--- src/rtl/div_unit_pkg.sv ---
// div_unit_pkg: shared divider handshake constants, FSM states and helpers
package div_unit_pkg;
  localparam int WIDTH = 32;
  localparam logic DivStart = 1'b1;
  localparam logic DivStop = 1'b0;
  localparam logic DivResultReady = 1'b1;
  localparam logic DivResultNotReady = 1'b0;
  typedef enum logic [1:0] {
    DivFree   = 2'b00,
    DivByZero = 2'b01,
    DivOn     = 2'b10,
    DivEnd    = 2'b11
  } div_state_e;
  function automatic logic [WIDTH-1:0] mag(input logic [WIDTH-1:0] v, input logic sgn);
    return (sgn && v[WIDTH-1]) ? -v : v;
  endfunction
endpackage

--- src/rtl/div_unit_if.sv ---
// div_unit_if: EX-stage divide request/response handshake
interface div_unit_if;
  import div_unit_pkg::*;
  logic signed_div_i;
  logic [WIDTH-1:0] opdata1_i;
  logic [WIDTH-1:0] opdata2_i;
  logic start_i;
  logic annul_i;
  logic [2*WIDTH-1:0] result_o;
  logic ready_o;
  modport master (
    output signed_div_i, opdata1_i, opdata2_i, start_i, annul_i,
    input  result_o, ready_o
  );
  modport slave (
    input  signed_div_i, opdata1_i, opdata2_i, start_i, annul_i,
    output result_o, ready_o
  );
endinterface

--- src/rtl/div_unit_step.sv ---
// div_unit_step: one combinational restoring-division step
module div_unit_step
  import div_unit_pkg::*;
(
  input  logic [WIDTH-1:0] rem,
  input  logic             din,
  input  logic [WIDTH-1:0] divisor,
  output logic [WIDTH-1:0] rem_nx,
  output logic             q
);
  logic [WIDTH:0] sh;
  logic [WIDTH:0] diff;
  assign sh = {rem, din};
  assign diff = sh - {1'b0, divisor};
  assign q = sh >= {1'b0, divisor};
  assign rem_nx = q ? diff[WIDTH-1:0] : sh[WIDTH-1:0];
endmodule

--- src/rtl/div_unit.sv ---
// div_unit: 32-step restoring divider answering the EX-stage divide handshake
module div_unit
  import div_unit_pkg::*;
(
  input  logic        clk,
  input  logic        rst,
  div_unit_if.slave   div
);
  div_state_e state;
  logic [5:0] cnt;
  logic [WIDTH-1:0] dividend, divisor, quo, rem, rem_nx;
  logic s1, s2, qbit;
  div_unit_step u_step (
    .rem(rem),
    .din(dividend[WIDTH-1]),
    .divisor(divisor),
    .rem_nx(rem_nx),
    .q(qbit)
  );
  // s1/s2 are already masked by signed_div, so the fix-up needs no mode check
  always_ff @(posedge clk or negedge rst)
    if (!rst) begin
      state <= DivFree;
      cnt <= '0;
      dividend <= '0;
      divisor <= '0;
      quo <= '0;
      rem <= '0;
      s1 <= 1'b0;
      s2 <= 1'b0;
      div.result_o <= '0;
      div.ready_o <= DivResultNotReady;
    end else
      case (state)
        DivFree: begin
          div.ready_o <= DivResultNotReady;
          div.result_o <= '0;
          if (div.start_i == DivStart && !div.annul_i) begin
            if (div.opdata2_i == '0) state <= DivByZero;
            else begin
              state <= DivOn;
              dividend <= mag(div.opdata1_i, div.signed_div_i);
              divisor <= mag(div.opdata2_i, div.signed_div_i);
              s1 <= div.signed_div_i & div.opdata1_i[WIDTH-1];
              s2 <= div.signed_div_i & div.opdata2_i[WIDTH-1];
              cnt <= '0;
              rem <= '0;
              quo <= '0;
            end
          end
        end
        DivByZero: begin
          state <= DivEnd;
          div.result_o <= '0;
          div.ready_o <= DivResultReady;
        end
        DivOn:
          if (div.annul_i) state <= DivFree;
          else if (cnt != 6'd32) begin
            rem <= rem_nx;
            quo <= {quo[WIDTH-2:0], qbit};
            dividend <= {dividend[WIDTH-2:0], 1'b0};
            cnt <= cnt + 6'd1;
          end else begin
            div.result_o <= {s1 ? -rem : rem, (s1 ^ s2) ? -quo : quo};
            div.ready_o <= DivResultReady;
            state <= DivEnd;
          end
        DivEnd:
          if (div.annul_i || div.start_i == DivStop) begin
            state <= DivFree;
            div.ready_o <= DivResultNotReady;
            div.result_o <= '0;
          end
      endcase
endmodule

--- src/flat_wrapper.sv ---
// flat-port wrapper written by rule: the top's interface ports become plain ports
module div_unit_flat import div_unit_pkg::*;
  (clk, rst, div_signed_div_i, div_opdata1_i, div_opdata2_i, div_start_i, div_annul_i, div_result_o, div_ready_o);
  div_unit_if div_i ();
  input  logic clk;
  input  logic rst;
  input wire logic [$bits(div_i.signed_div_i)-1:0] div_signed_div_i;
  input wire logic [$bits(div_i.opdata1_i)-1:0] div_opdata1_i;
  input wire logic [$bits(div_i.opdata2_i)-1:0] div_opdata2_i;
  input wire logic [$bits(div_i.start_i)-1:0] div_start_i;
  input wire logic [$bits(div_i.annul_i)-1:0] div_annul_i;
  output wire logic [$bits(div_i.result_o)-1:0] div_result_o;
  output wire logic [$bits(div_i.ready_o)-1:0] div_ready_o;
  assign div_i.signed_div_i = div_signed_div_i;
  assign div_i.opdata1_i = div_opdata1_i;
  assign div_i.opdata2_i = div_opdata2_i;
  assign div_i.start_i = div_start_i;
  assign div_i.annul_i = div_annul_i;
  assign div_result_o = div_i.result_o;
  assign div_ready_o = div_i.ready_o;
  div_unit u_core (.clk(clk), .rst(rst), .div(div_i));
endmodule
--- config.mk ---
export PLATFORM = sky130hd
export DESIGN_NAME = div_unit_flat
export DESIGN_NICKNAME = d
export VERILOG_FILES = /design/src/rtl/div_unit_pkg.sv /design/src/rtl/div_unit_if.sv /design/src/rtl/div_unit_step.sv /design/src/rtl/div_unit.sv /design/src/flat_wrapper.sv
export SDC_FILE = /design/constraint.sdc
export NUM_CORES = 1
export LEC_CHECK = 0
export ABC_AREA = 1
export CAP_MARGIN = 20
export CORE_MARGIN = 3
export CORE_UTILIZATION = 40
export DETAILED_ROUTE_END_ITERATION = 8
export DONT_BUFFER_PORTS = 1
export SYNTH_ARGS = -nofsm -noshare
export SYNTH_HDL_FRONTEND = slang
export SYNTH_SLANG_ARGS = --single-unit
--- constraint.sdc ---
create_clock -name clk -period 3 [get_ports clk]
set_input_delay 0.6 -clock clk [delete_from_list [all_inputs] [get_ports clk]]
set_output_delay 0.6 -clock clk [all_outputs]
set_load 0.03 [all_outputs]
==> summary.txt <==
Synth
  – Syn avg cell area: about 6.5 um^2
  – Top FF cell, synth: dfrtp_1
  – Cells after Synth: 2182
  – Share of flip-flops with an asynchronous set or reset: 1.00
  – Syn_nets: roughly 2300
  – Mapped cell area: between 0.01 and 0.015 mm^2
  – Number of warnings issued by yosys: 0
  – Post-synth EDFFs: 0
  – Sequential fraction of the synthesis area: 0.358
  – Seq cells post-synth: 203
  – Yosys cell types: 42

Placed design
  – Final RePlAce weighted congestion: around 0.95
  – Dpl cells: ~2600
  – DP HPWL: about 33000 um
  – Port-buffer cells: 0
  – Area of placed instances: 0.0147 mm^2

STA
  – Unrepaired setup endpoints after global routing: no
  – Period utilization: 0.874
  – Final count of negative-setup-slack endpoints: 0
  – Setup TNS: 0 ps
  – Final Max Tran Viols: 0
  – Clock Skew: around 22 ps
  – Final worst path period need: ~2600 ps
  – Count of final hold-check violations: 203
  – Achievable frequency: about 380 MHz
  – Hold Slack: -199 ps
  – Relative slew slack: 0.354
  – Worst slew pin tran: slightly below 1000 ps

Global routing
  – Global-route wire length before repair: 69900 um
  – Initial antenna violation count: 0
  – GR Util All Layers: 0.226
  – M2 GR Usage: 0.354
  – Total global routing overflow: 0
  – GR Layer Usage met3: 0.0402
  – Most used routing layer in global routing: met2
  – Largest net degree at the start of global routing: between 200 and 250
  – Grt met1 use: 0.323
  – Vias in the first global route: about 13000

Clocking
  – CTS sink cnt: 203
  – # resized after CTS: 0
  – Root Driver: clkbuf_16
  – H-tree levels: 1
  – Worst skew pair latency: approximately 540 ps
  – Post-CTS Setup Inserts: 0
  – Clk slew on worst S/H paths: around 70 ps
  – Total CTS buffers: 25
  – CTS tree: yes
  – Clk buf depth: 3

Pwr
  – Switching power: a little under 9 mW
  – Power share of the clock group: 0.169
  – Sequential Power Share: 0.294
  – Switching share of power: 0.517
  – Logic gate share of total power: 0.537
  – Design Power: around 17 mW
  – VDD IR max: about 0.00057 V
  – Leak pwr: roughly 8.1 nW
  – Pwr/cell area: around 1100 mW/mm^2
  – P_int: 8.37 mW

Floorplanning
  – Core Box Area: 0.0347 mm^2
  – Die Area: 0.0377 mm^2
  – Ports: 134
  – Number of core rows: 68
  – Die width: 194 um
  – Starting Density: 0.409
  – Die Span Y: 194 um

Finish
  – Post-route design area: 0.0155 mm^2
  – Finished Layout Cells: roughly 2600
  – Final net count: 2279
  – Register Area: 0.00508 mm^2
  – Fraction of layout cells with a size suffix above 1: 0.0367
  – Most common cell after layout, fill and taps aside: nand2_1
  – Most frequent cells in the layout: nand2_1, inv_1, dfrtp_1
  – Diodes inserted: 0
  – Fill cells: approximately 3600
  – Synth-to-Final Area Change: 9.13%
  – Area of the multi-input gates: 0.00777 mm^2

Worst setup path
  – Worst-path fanout max: 32
  – Worst path arrival time: 2990 ps
  – Setup crit start kind: register
  – Critical Path RT: 3370 ps
  – Worst setup EP type: register
  – Crit Path Class: register to register

Run
  – MaxCap Viol Count: 0

Outcome
  – Outcome: complete, but fails checks
  – Violated checks: negative hold slack

Route
  – Drt total wl: 43300 um
  – DR pass1 iterations: 7
  – Vias: between 10000 and 15000
  – DR vias/cell: between 5 and 6
  – Post-DRT Antenna Nets: 0
  – DR DRC count: 0
  – DR iter-0 viols: between 1000 and 1500
  – Routed len/inst: between 15 and 20 um

Min path
  – Hold Path Class: input port to async pin
==> layout make-up <==
class                           instances  share of cell area
Tap cell                              455              0.0368
Timing Repair Buffer                   26              0.0150
Clock buffer                           37              0.0466
Sequential cell                       203               0.328
Clock inverter                          5             0.00420
Multi-Input combinational cell       1634               0.502
Inverter                              277              0.0672
==> sequential cells by signal, indices dropped and copies added (netlist names) <==
| signal | flops |
|---|---|
| u_core.div.result_o | 64 |
| u_core.state | 2 |
| u_core.divisor | 32 |
| u_core.dividend | 32 |
| u_core.rem | 32 |
| u_core.s2 | 1 |
| u_core.s1 | 1 |
| u_core.cnt | 6 |
| u_core.quo | 32 |
| u_core.div.ready_o | 1 |
==> synthesized netlist by cell type (2+ instances only) <==
cell      number  area share
dfrtp_1      203        0.36
nand3b_1       6      0.0032
nor4_1         2     0.00088
nor2_2         2     0.00088
nand2_1      783        0.21
o21ai_1       33       0.012
a31oi_1        2     0.00088
xor2_1        47       0.029
inv_1        274       0.073
xnor2_1       23       0.014
a21oi_1       53       0.019
buf_1         14      0.0037
buf_4          3      0.0016
inv_2          2     0.00053
a22o_1         2      0.0012
clkbuf_1      27      0.0071
nand4_1       33       0.015
buf_2         23      0.0081
ha_1          42       0.037
o21ai_0      144       0.051
and2_1         4      0.0018
o41ai_1        3      0.0019
o21bai_1       3      0.0016
nor3_1        25      0.0088
o31ai_1       14      0.0074
nand3_1      195       0.069
o211ai_1       8      0.0042
nor2_1       192       0.051
or2_2          7      0.0031
==> through the flow <==
stage	hold slack (ps)	setup slack (ps)	util
4_1_cts	-260	213	0.445
3_5_place_dp	318	-99.6	0.423
6_report	-199	378	0.446
2_1_floorplan	304	896	-
3_3_place_gp	312	-47.6	0.423
5_1_grt	-235	89.2	0.446
==> worst paths after layout <==
| check | cells after the start | slack (ps) | start | end |
|---|---|---|---|---|
| setup / recovery | 12 | 380 | u_core.rem[20]$_DFFE_PN0P_ | u_core.rem[8]$_DFFE_PN0P_ |
| hold / removal | 0 | -200 | rst | u_core.rem[9]$_DFFE_PN0P_ |
| setup reg to reg | 12 | 380 | u_core.rem[20]$_DFFE_PN0P_ | u_core.rem[8]$_DFFE_PN0P_ |
| hold reg to reg | 2 | 480 | u_core.dividend[14]$_DFFE_PN0P_ | u_core.dividend[14]$_DFFE_PN0P_ |
| max in group asynchronous | 0 | 2590 | rst | u_core.rem[10]$_DFFE_PN0P_ |
| min in group clk | 2 | 180 | div_opdata1_i[0] | u_core.dividend[0]$_DFFE_PN0P_ |
==> cells by family after synthesis <==
family	synth area share
AO/OA/AOI/OAI	0.100
XOR/XNOR	0.0432
adder cells (fa/ha/maj)	0.0385
buffers and inverters	0.0947
flip-flops	0.358
AND/OR/NAND/NOR	0.365
==> power groups by stage <==
stage | registers [mW] | clock network, mW | logic, mW
2_1_floorplan | 4.76 | 0 | 6.91
3_5_place_dp | 5.14 | 0 | 9.24
3_3_place_gp | 5.14 | 0 | 9.15
5_1_grt | 5.20 | 3.11 | 10.6
6_report | 5.09 | 2.93 | 9.30
4_1_cts | 5.10 | 3.00 | 9.27
==> routing by layer <==
metal	part of all wire	up-vias	routed length, um
met1	0.47	6130	20200
met5	0	-	0
li1	-	6910	-
met3	0.066	66	2870
met2	0.44	378	19000
met4	0.028	0	1230
==> critical path: stages (launching register included) <==
cell     delay [ps]
dfrtp_1         510
ha_1            430
nand2_1         110
inv_1            60
nand2_1         110
inv_1            70
a21oi_1         260
nor2_1           80
nor2_2          140
buf_4           340
nand3_1         140
nand3_1         110
o21ai_1          70
Note: power is estimated with default switching activity, not from simulation.
==> patch 1, RTL diff (same settings) <==
Set the package constant `WIDTH` to 36 (it was 32).
--- a/src/rtl/div_unit_pkg.sv
+++ b/src/rtl/div_unit_pkg.sv
@@ -2,3 +2,3 @@
 package div_unit_pkg;
-  localparam int WIDTH = 32;
+  localparam int WIDTH = 36;
   localparam logic DivStart = 1'b1;
Ports: changed (resized div_opdata1_i, div_opdata2_i and div_result_o); port bits go from 134 to 150. The function was not compared with the original's and may differ.
==> patch 1 against the unedited design <==
  * Global-route usage is essentially flat
  * Setup slack lost 0.093 ns
  * The run still ends with negative hold slack left
  * Die area grew 12%
  * Largest cell class unchanged
  * Design area grew 12%
  * Sequential share of layout area is essentially flat
  * Total power grew 11%
  * Critical path type unchanged
  * Sequential cell count grew 24
  * Core utilization is essentially flat
  * Area after synthesis grew 12%
  * Wire length grew 11%
==> patch 1: results (changes against the unedited design) <==
first-pass iteration count of the detailed router=6 (-1); syn nets=2527 (+10%); routed vias/inst=5.14 (+0.57%); GRT Total Usage=22.6% (+0.038 points); GR Util met2=32.6% (-2.8 points); grt met1 use=34.9% (+2.5 points); TritonCTS Buffers=27 (+8.0%); vias in the first global route=14.1k (+9.2%); arrival time at the worst endpoint=3.17 ns (+0.18 ns); Worst path max stage delay=0.49 ns (-0.02 ns); insertion delay to the later sink of the worst-skew pair=0.57 ns (+0.03 ns); Post-Place Setup Slack=0.172 ns (+0.271 ns); skew final=0.0142 ns (-0.00812 ns); failing checks=negative hold slack; normalized max-slew margin=52.9% (+17 points); share of layout cells above drive strength 1=4.33% (+0.66 points); crit path max fanout=37 (+16%); first-pass GRT wire length=77.0 mm (+10%); dpl hpwl=36.9 mm (+11%); flip-flop count of the largest register after layout=72 (+13%); Final Hold Violating Endpoints=227 (+12%); Total Routed Length=48.3 mm (+11%); status=finished with violations; 1st-iter DRT viols=1079 (+4.6%); Pleak=0.00889 uW (+9.6%); Synth top cells by count=nand2_1 (784), inv_1 (288), nor2_1 (237); initial antenna violation count=1 (+1); met3 Usage GRT=4.11% (+0.092 points); sequential area share after synthesis=35.8% (about the same); hold slack=-0.268 ns (-0.0691 ns)
==> patch 1: per-stage QoR <==
step / total power (uW) / instances / hold WS [ns] / area (um^2)
after floorplan: 13000 / 2403 / 0.304 / 15900
after global placement: 15600 / 2872 / 0.314 / 16400
after detailed placement: 15800 / 2872 / 0.315 / 16400
after CTS: 19200 / 2922 / -0.287 / 17300
after global routing: 20900 / 2922 / -0.288 / 17300
final: 19200 / 2922 / -0.268 / 17300
==> patch 1: layer usage <==
layer / part of all wire, % / vias to the layer above
li1: - / 7696
met1: 50 / 6854
met2: 41 / 412
met3: 6.9 / 63
met4: 2.2 / 2
met5: 0.023 / -
==> patch 1: kinds of logic (layout without fill, tap and decap cells) <==
family	count (synthesis)	after routing	share of synthesized area, %
simple gates	1357	1357	35.8
buf+inv	371	372	9.19
compound gates	319	319	10.9
flops	227	227	35.8
xor+xnor	81	81	4.47
fa+ha+maj	47	47	3.75
mux	1	1	0.0709
==> patch 1: report_power, final <==
part           internal (uW)  switching, uW  leakage [uW]
logic                   3300           7080       0.00543
clock network           1970           1390      0.000446
registers               4040           1450       0.00302
==> patch 1: area by class of cell <==
type,instances,area [um^2]
Fill cell,4154,21600
Multi-Input combinational cell,1805,8750
Sequential cell,227,5680
Inverter,294,1100
Clock buffer,38,767
Tap cell,518,648
Timing Repair Buffer,28,248
Clock inverter,12,135
==> patch 1: critical path, delay by kind of cell (launching register included) <==
| kind | cells | cell delay [ns] |
|---|---|---|
| flip-flops | 1 | 0.49 |
| buffers and inverters | 1 | 0.08 |
| adder cells (fa/ha/maj) | 1 | 0.47 |
| AND/OR/NAND/NOR | 10 | 1.57 |
==> patch 1: path summary, 6_finish.rpt <==
check	slack, ns	endpoint
setup reg to reg	0.29	u_core.rem[34]$_DFFE_PN0P_
hold reg to reg	0.48	u_core.dividend[1]$_DFFE_PN0P_
min in group clk	0.21	u_core.divisor[35]$_DFFE_PN0P_
setup / recovery	0.29	u_core.rem[34]$_DFFE_PN0P_
hold / removal	-0.27	u_core.div.result_o[51]$_DFFE_PN0P_
max in group asynchronous	2.86	u_core.divisor[3]$_DFFE_PN0P_
==> patch 2, RTL diff (config.mk and constraints unchanged) <==
Without the edit above. The 4 states of `div_state_e` get a one-hot encoding in 4 bits.
--- a/src/rtl/div_unit_pkg.sv
+++ b/src/rtl/div_unit_pkg.sv
@@ -7,7 +7,7 @@
   localparam logic DivResultNotReady = 1'b0;
-  typedef enum logic [1:0] {
-    DivFree   = 2'b00,
-    DivByZero = 2'b01,
-    DivOn     = 2'b10,
-    DivEnd    = 2'b11
+  typedef enum logic [3:0] {
+    DivFree   = 4'b0001,
+    DivByZero = 4'b0010,
+    DivOn     = 4'b0100,
+    DivEnd    = 4'b1000
   } div_state_e;
Behaviour: no difference found for any inputs over 4 cycles, from zero or initial values and one cycle with rst low; so few cycles prove little.
==> patch 2 against the unedited design <==
  * The flow still finishes with violations (negative hold slack)
  * Wire length is 0.63% higher
  * Design area grew 1.8%
  * Area after synthesis up 2.0%
  * Sequential cell count increased by 2
  * Core utilization down 0.39 points
  * Setup slack got worse by 0.14 ns
Power is left out: it rests on default switching activity, and per cell area and clock period it moved more than threefold.
==> patch 2: results (changes against the unedited design) <==
status=finished with violations; failing checks=negative hold slack; crit path max fanout=11 (-66%); clk slew on worst S/H paths=0.06 ns; H-tree depth=1 (unchanged); Post-Place Setup Slack=-0.346 ns (-0.246 ns); WL met3=2.89 mm (+0.63%); YS warnings=0 (unchanged); skew final=0.0231 ns (+0.000772 ns); synth top area cells=dfrtp_1 (35%), nand2_1 (17%), nand3_1 (7.8%); Port Buffers=0 (unchanged); FILL cells=3764 (+3.3%); sequential area share after synthesis=35.5% (-0.36 points); routed vias/inst=5.20 (+1.7%); share of layout cells above drive strength 1=5.59% (+1.9 points); hold slack=-0.224 ns (-0.0249 ns); Final Hold Violating Endpoints=204 (+0.49%); post-synth cell types=44 (+4.8%); # nets final=2275 (-0.18%); Tightest Hold Check Type=in2async; dpl hpwl=33.6 mm (+1.1%); reg2reg path depth=13 (+1); insertion delay to the later sink of the worst-skew pair=0.53 ns; first-pass GRT wire length=69.8 mm (-0.15%); vias in the first global route=13.0k (+0.77%); Synth top cells by count=nand2_1 (661), inv_1 (301), nand3_1 (226); 1st-iter DRT viols=927 (-10%); met1 wire length=20.9 mm (+3.2%); antenna cell count=0 (unchanged); GRT Total Usage=22.2% (-0.41 points); TritonCTS Buffers=24 (-4.0%); initial antenna violation count=0 (unchanged); Root Driver=clkbuf_16; gpl congestion=0.920 (-2.8%); Total Routed Length=43.6 mm (+0.63%); slowest CP cell=dfrtp_1; worst slew pin tran=0.741 ns (-0.228 ns); Top delay family on crit path=simple AND/OR/NAND/NOR gates; pin count of the biggest net entering global routing=206 (+0.98%); period utilisation layout=92.0% (+4.6 points); WL met2=19.0 mm (+0.15%); arrival time at the worst endpoint=3.16 ns (+0.17 ns); async set or reset register ratio after synthesis=100% (unchanged); syn nets=2282 (-0.52%); first-pass iteration count of the detailed router=5 (-2); syn_area_per_cell=6.66 um^2 (+2.4%); ys flop type=dfrtp_1
-- patch 2: metrics by stage --
stage / cell area [um^2] / std cells
6_report: 15800 / 2645
3_5_place_dp: 15000 / 2600
3_3_place_gp: 15000 / 2600
5_1_grt: 15800 / 2645
4_1_cts: 15700 / 2644
2_1_floorplan: 14500 / 2174
-- patch 2: layout make-up --
type	instances	share of cell area, %
clock buffers	36	4.41
clock inverters	7	0.468
well taps	461	3.66
multi-input cells	1588	49.6
inverters	312	7.43
flip-flops and latches	205	32.6
repair buffers	36	1.84
-- patch 2: per-layer routing --
metal / global-route usage [%] / vias up
li1: - / 6940
met1: 32.0 / 6379
met2: 35.5 / 391
met3: 3.85 / 49
met4: 4.20 / 0
met5: 0 / -
-- patch 2: worst paths after layout --
| path | slack, ns | end | from |
|---|---|---|---|
| worst min register to register | 0.47 | u_core.dividend[22]$_DFFE_PN0P_ | u_core.dividend[22]$_DFFE_PN0P_ |
| worst max-delay path | 0.24 | u_core.rem[28]$_DFFE_PN0P_ | u_core.rem[14]$_DFFE_PN0P_ |
| max in group asynchronous | 2.81 | u_core.state[0]$_DFFE_PN1P_ | rst |
| worst min-delay path | -0.22 | u_core.div.result_o[39]$_DFFE_PN0P_ | rst |
| min in group clk | 0.27 | u_core.dividend[0]$_DFFE_PN0P_ | div_opdata1_i[0] |
| worst max register to register | 0.24 | u_core.rem[28]$_DFFE_PN0P_ | u_core.rem[14]$_DFFE_PN0P_ |
-- patch 2: worst register-to-register path: cells and delay by family, from the launching register on --
kind                       cells  cell delay (ns)
buffers and inverters          1             0.23
adders and majority gates      1             0.42
DFF                            1             0.51
and+or+nand+nor               11             1.47
-- patch 2: kinds of logic (layout without fill, tap and decap cells) --
family          count (synthesis)  count (layout)  synth area share [%]
flops                         205             205                  35.5
xor+xnor                       81              81                  4.90
compound gates                292             292                  11.5
simple gates                 1175            1176                  34.1
buf+inv                       382             391                  10.6
fa+ha+maj                      39              39                  3.42
